`config.mk`:
```
export PLATFORM = sky130hd
export DESIGN_NAME = control_unit
export DESIGN_NICKNAME = d
export VERILOG_FILES = /design/src/rtl/control_unit_pkg.sv /design/src/rtl/control_step_counter.sv /design/src/rtl/control_unit.sv
export SDC_FILE = /design/constraint.sdc
export NUM_CORES = 1
export LEC_CHECK = 0
export ABC_AREA = 1
export BUFFER_PORTS_ARGS = -buffer_cell sky130_fd_sc_hd__buf_2
export CAP_MARGIN = 20
export CORE_AREA = 2 2 39 41
export CTS_CLUSTER_DIAMETER = 80
export DETAILED_ROUTE_END_ITERATION = 16
export DIE_AREA = 0 0 41 43
export MAX_ROUTING_LAYER = met4
export PLACE_DENSITY = 0.49
export SLEW_MARGIN = 20
export SYNTH_ARGS = -nofsm -noshare
export SYNTH_HDL_FRONTEND = slang
export SYNTH_HIERARCHICAL = 1
export SYNTH_SLANG_ARGS = --single-unit
```
`constraint.sdc`:
```
create_clock -name Clock -period 2.89 [get_ports Clock]
set_input_delay 0.578 -clock Clock [delete_from_list [all_inputs] [get_ports Clock]]
set_output_delay 0.578 -clock Clock [all_outputs]
set_load 0.02 [all_outputs]
```
`src/rtl/control_unit_pkg.sv`:
```
// Shared encodings for the hardwired control unit: step numbers, opcodes,
// and the control word driven onto the single-bus datapath.
package control_unit_pkg;

   localparam logic [1:0] T0 = 2'd0;
   localparam logic [1:0] T1 = 2'd1;
   localparam logic [1:0] T2 = 2'd2;
   localparam logic [1:0] T3 = 2'd3;

   localparam logic [1:0] OP_ADD = 2'b00;
   localparam logic [1:0] OP_SUB = 2'b01;
   localparam logic [1:0] OP_MUL = 2'b10;
   localparam logic [1:0] OP_DIV = 2'b11;

   typedef struct packed {
      logic r1_in;
      logic r1_out;
      logic r2_in;
      logic r2_out;
      logic add;
      logic sub;
      logic mul;
      logic div;
      logic select_y;
      logic y_in;
      logic z_in;
      logic z_out;
   } ctrl_word_t;

   // One-hot ALU select ordered {add, sub, mul, div}.
   function automatic logic [3:0] alu_select(input logic [1:0] op);
      logic [3:0] sel;
      sel = 4'b0000;
      case (op)
         OP_ADD:  sel = 4'b1000;
         OP_SUB:  sel = 4'b0100;
         OP_MUL:  sel = 4'b0010;
         OP_DIV:  sel = 4'b0001;
         default: sel = 4'b0000;
      endcase
      return sel;
   endfunction

endpackage

```
`src/rtl/control_step_counter.sv`:
```
// Free-running T0..T3 step counter with asynchronous clear; the current
// step is presented one-hot so the decoder can test single bits.
module control_step_counter
   import control_unit_pkg::*;
(
   input  logic       clk_i,
   input  logic       rst_i,
   output logic [3:0] step_onehot_o
);

   logic [1:0] step_q;
   logic [1:0] step_d;

   // Two-bit wrap gives T3 -> T0 with no idle state.
   assign step_d = step_q + 2'd1;

   always_ff @(posedge clk_i or posedge rst_i) begin
      if (rst_i) begin
         step_q <= T0;
      end else begin
         step_q <= step_d;
      end
   end

   for (genvar gi = 0; gi < 4; gi++) begin : g_onehot
      assign step_onehot_o[gi] = (step_q == 2'(gi));
   end

endmodule

```
`src/rtl/control_unit.sv`:
```
// Hardwired control unit: runs R1 <- R1 op R2 then R2 <- R1 over four steps,
// decoding the step and latched opcode into datapath enables.
module control_unit
   import control_unit_pkg::*;
(
   input  logic       Clock,
   input  logic       End,
   input  logic [1:0] InstructionCode,
   output logic       R1in,
   output logic       R1out,
   output logic       R2in,
   output logic       R2out,
   output logic       Add,
   output logic       Sub,
   output logic       Mul,
   output logic       Div,
   output logic       SelectY,
   output logic       Yin,
   output logic       Zin,
   output logic       Zout
);

   logic [3:0] step_onehot;
   logic [1:0] opcode_q;
   logic [1:0] opcode_d;
   logic [3:0] alu_sel;
   ctrl_word_t ctrl_word;

   control_step_counter u_step_counter (
      .clk_i         (Clock),
      .rst_i         (End),
      .step_onehot_o (step_onehot)
   );

   // Opcode is sampled only on the edge leaving T0, so it is stable for T1.
   assign opcode_d = step_onehot[T0] ? InstructionCode : opcode_q;

   always_ff @(posedge Clock or posedge End) begin
      if (End) begin
         opcode_q <= OP_ADD;
      end else begin
         opcode_q <= opcode_d;
      end
   end

   assign alu_sel = alu_select(opcode_q);

   always_comb begin
      ctrl_word = '0;
      // End gates the decode directly so outputs drop without waiting for an edge.
      if (!End) begin
         if (step_onehot[T0]) begin
            ctrl_word.r1_out = 1'b1;
            ctrl_word.y_in   = 1'b1;
         end
         if (step_onehot[T1]) begin
            ctrl_word.r2_out   = 1'b1;
            ctrl_word.select_y = 1'b1;
            ctrl_word.z_in     = 1'b1;
            {ctrl_word.add, ctrl_word.sub, ctrl_word.mul, ctrl_word.div} = alu_sel;
         end
         if (step_onehot[T2]) begin
            ctrl_word.z_out = 1'b1;
            ctrl_word.r1_in = 1'b1;
         end
         if (step_onehot[T3]) begin
            ctrl_word.r1_out = 1'b1;
            ctrl_word.r2_in  = 1'b1;
         end
      end
   end

   assign R1in    = ctrl_word.r1_in;
   assign R1out   = ctrl_word.r1_out;
   assign R2in    = ctrl_word.r2_in;
   assign R2out   = ctrl_word.r2_out;
   assign Add     = ctrl_word.add;
   assign Sub     = ctrl_word.sub;
   assign Mul     = ctrl_word.mul;
   assign Div     = ctrl_word.div;
   assign SelectY = ctrl_word.select_y;
   assign Yin     = ctrl_word.y_in;
   assign Zin     = ctrl_word.z_in;
   assign Zout    = ctrl_word.z_out;

endmodule

```
# Yosys cells after proc, flatten, opt, wreduce, memory -nomap -nowiden
# Cells that the tools add are included.
[word_totals]
ff_bits = 4
latch_bits = 0
ram_bits = 0
romBits = 0
output_inout_bits = 12
wordCells = 18
mem_count = 0
[op_classes]
add_sub_neg = 1
n_mul = 0
div = 0
magnitude_cmp = 0
eq_ne = 6
shifts = 0
muxes = 7
bitwise_logic = 0
n_reduce_logical = 2
[ops]
columns = ["op", "n"]
rows = [
  ["$pmux 4 s4", 1],
  ["$mux 12", 1],
  ["$eq 2x2->1 const B", 4],
  ["$mux 6", 1],
  ["$eq 2x1->1 const B", 2],
  ["$logic_not 2->1", 2],
  ["$mux 1", 3],
  ["$add 2x1->2 const B", 1],
  ["$mux 2", 1],
]

# Logic depth before layout (Yosys ltp)
[depth]
depth_word = 4
mapped_depth = 5

# Cells and area by module
# The synthesis kept the hierarchy.
[by_module_without_submodules]
columns = ["module", "instances", "cells_per_inst", "area_per_inst_um2", "seq_area_each_um2"]
rows = [
  ["control_unit", 1, 30, 171.4, 50.0],
  ["control_step_counter", 1, 9, 111.4, 50.0],
]

# Least setup slack after synthesis
# No wires, ideal clock.
[synth_path]
path_kind = "register -> output"
startpoint = "register u_step_counter.step_q[0]"
endpoint = "output Zout"
arrival_time_ns = 1.162
required_time_ns = 2.312
path_slack_ns = 1.150
path_stages_with_launch = 6
n_path_buf = 1
cell_sequence = "dfrtp_1 -> inv_1 -> ha_1 -> inv_1 -> nor2_1 -> buf_4"
[synth_via]
elab_chain_cells = 3
[synth_lines]
columns = ["element", "line", "text"]
rows = [
  ["from (decl)", "control_step_counter.sv:11", "logic [1:0] step_q;"],
  ["from (signal assigned)", "control_step_counter.sv:21", "step_q <= step_d;"],
  ["$eq 2x2->1", "control_step_counter.sv:26", "assign step_onehot_o[gi] = (step_q == 2'(gi));"],
  ["named net step_onehot[2]", "control_unit.sv:23", "logic [3:0] step_onehot;"],
  ["$mux 1", "control_unit.sv:62", "if (step_onehot[T2]) begin"],
  ["$mux 12", "control_unit.sv:51", "if (!End) begin"],
  ["to (decl)", "control_unit.sv:20", "output logic Zout"],
]
# The timed path passes the listed nets, and every way through them passes these cells.

# Final worst setup path
[layout_path]
startpoint = "register u_step_counter.step_q[0]"
endpoint = "output R1out"
[layout_via]
elab_chain_cells = 4
word_cells_on_any_way = 5
[layout_lines]
columns = ["element", "line", "text"]
rows = [
  ["$logic_not 2->1", "control_step_counter.sv:26", ""],
  ["named net step_onehot[0]", "control_unit.sv:23", ""],
  ["$mux 1", "control_unit.sv:52", "if (step_onehot[T0]) begin"],
  ["$mux 2", "control_unit.sv:66", "if (step_onehot[T3]) begin"],
  ["$mux 12", "control_unit.sv:51", ""],
  ["to (decl)", "control_unit.sv:10", "output logic R1out,"],
]
# The timed path passes the listed nets, and every way through them passes these cells.

==> results.json <==
{
  "outcome": "complete, no violations",
  "cts-root-buf": "clkbuf_4",
  "initialDrtViolationCount": 7,
  "synth_cells": 39,
  "timing.rr.start": "u_step_counter/step_q[0]",
  "setup_violations": 0,
  "vias": 251,
  "rrSetupSlack_ps": 1890,
  "ys_types": 9,
  "cpPeakStageDelay_ps": 380,
  "slew_violations": 0,
  "ys_ff_latch": 4,
  "cts_buffers": 3,
  "fin_skew_ps": 0.600,
  "synth_area_per_cell_um2": 7.25,
  "diodes": 0,
  "yosys_warnings": 6,
  "crit_top_cell": "nor2_1",
  "r2r_end": "opcode_q[0]",
  "drt-met1-wl_um": 227,
  "wl_met2_um": 200,
  "crit_path_top_delay_cell": "dfrtp_1",
  "worstPathMaxFanout": 6,
  "relSlewSlack": 0.867,
  "hold_ws_ps": 242,
  "p_per_area_nw_per_um2": 384,
  "final_antenna_net_count": 0,
  "worst-endpoint-required_ps": 2310,
  "drc": 0,
  "cp_data_arrival_time_ps": 1300,
  "ios": 16,
  "wl_met3_um": 49,
  "antenna_found_initial": 0,
  "min_period_over_period": 0.650,
  "ctsResizeCount": 0,
  "top_layer": "met3",
  "cts_buffer_depth": 2,
  "synth_area_um2": 283,
  "period_needed_ps": 1880,
  "crit_path_end_kind": "primary output",
  "grt_max_degree": 7,
  "layout-drive-gt1-share": 0.370,
  "min_path_type": "in -> async",
  "initial_utilization": 0.204,
  "comb_power_share": 0.136,
  "port_buffers": 15,
  "finalCoreUtilization": 0.273,
  "worst_pin_slew_ps": 199,
  "post_drt_wl_per_cell_um": 6.80,
  "critPathKind": "reg -> out",
  "cp-start-kind": "flip-flop",
  "num_rows": 14,
  "hpwl_um": 423,
  "switching_power_uw": 34.7,
  "static-leakage-power_uw": 0.000235,
  "fmax_mhz": 532,
  "peakVddDrop_mv": 0.136,
  "rsz0062_at_grt": "no",
  "area_growth_pct": 33.6,
  "cts_setup_buffers": 0,
  "cap_violations": 0,
  "hold_viol": 0,
  "pwr-share-seq": 0.405,
  "switching_share": 0.239,
  "grt_pass1_vias": 200,
  "clk_pin_slew_ps": 40,
  "p_clk_frac": 0.459,
  "crit_chain": "inv_1 > ha_1 > nor2_1 > nor2_1 > buf_2",
  "finalNetCount": 64,
  "p_int_uw": 110,
  "die_area_um2": 1760,
  "vias_per_cell": 3.59,
  "die_x_um": 41,
  "syn-num-nets": 47,
  "cts_hold_buf": 0,
  "overflow": 0,
  "crit_family": "flip-flops",
  "coreArea_um2": 1380,
  "finalPower_uw": 145,
  "gp_congestion": 0.602,
  "cts_tree": "built",
  "cp.buffers_inverters": 2,
  "htree_levels": 1,
  "grt_usage": 0.0662,
  "routed_wl_um": 476,
  "setup_tns_ps": 0,
  "drt-pass1-iter-count": 2,
  "cts_sinks": 4,
  "grt_pass1_wl_um": 724,
  "die_y_um": 43,
  "rr_worst_depth": 3,
  "yosysSeqAreaShare": 0.354,
  "clk_latency_ps": 230
}
## layout make-up
class	count	area, um^2
Tap cell	16	20.0
Inverter	10	37.5
Clock buffer	3	22.5
Fill cell	154	1010
Multi-Input combinational cell	22	123
Sequential cell	4	100
Timing Repair Buffer	15	75.1
## power by group through the flow
stage / Sequential [uW] / Clock, uW / Combinational, uW
finish: 58.7 / 66.6 / 19.8
global route: 58.8 / 74.6 / 22.3
CTS: 58.8 / 70.9 / 20.3
detailed placement: 59.5 / 0 / 20.3
global placement: 59.5 / 0 / 20.1
floorplan: 59.3 / 0 / 14.2
## worst max-delay path by stage
stage,end,depth (start not counted),start,slack (ps)
after global placement,Add,5,End,1160
after global routing,R1out,5,u_step_counter/step_q[0],900
after detailed placement,Mul,5,End,1150
final,R1out,5,u_step_counter/step_q[0],1010
after floorplan,Zout,5,u_step_counter/step_q[0],1150
after CTS,R1out,5,u_step_counter/step_q[0],990
## synthesized netlist by cell type
| master | count | area share |
|---|---|---|
| buf_4 | 3 | 0.080 |
| dfrtp_1 | 4 | 0.35 |
| ha_1 | 4 | 0.18 |
| inv_1 | 9 | 0.12 |
| inv_2 | 1 | 0.013 |
| nand2_1 | 6 | 0.080 |
| nand2_2 | 1 | 0.022 |
| nor2_1 | 9 | 0.12 |
| o21ai_0 | 2 | 0.035 |
## placed cells by master (no fill, tap or decap)
cell type	count
o21ai_0	2
nor2_1	9
clkbuf_4	3
inv_1	9
nand2_1	6
buf_2	15
nand2_2	1
ha_1	4
dfrtp_1	4
inv_2	1
## cells by family after synthesis
group / after synthesis / share of synthesized area
simple gates: 16 / 0.221
buf+inv: 13 / 0.212
fa+ha+maj: 4 / 0.177
flops: 4 / 0.354
compound gates: 2 / 0.0354
## state kept, by name, indices dropped and copies added, names as in the netlist
register / flops
opcode_q: 2
u_step_counter/step_q: 2
## worst register-to-register path: stages, from the launching register on
cell	delay [ps]
dfrtp_1	380
inv_1	110
ha_1	270
o21ai_0	120
## through the flow
step | cell area [um^2] | worst slack (ps) | cells
2_1_floorplan | 283 | 1150 | 39
3_3_place_gp | 355 | 1160 | 67
3_5_place_dp | 355 | 1150 | 67
4_1_cts | 378 | 995 | 70
5_1_grt | 378 | 896 | 70
6_report | 378 | 1010 | 70
## per-layer routing
layer	vias to the layer above	track usage
li1	139	-
met1	102	0.0752
met2	10	0.0813
met3	0	0.0314
met4	0	0.0600
met5	-	-
(Power assumes the default switching activity.)
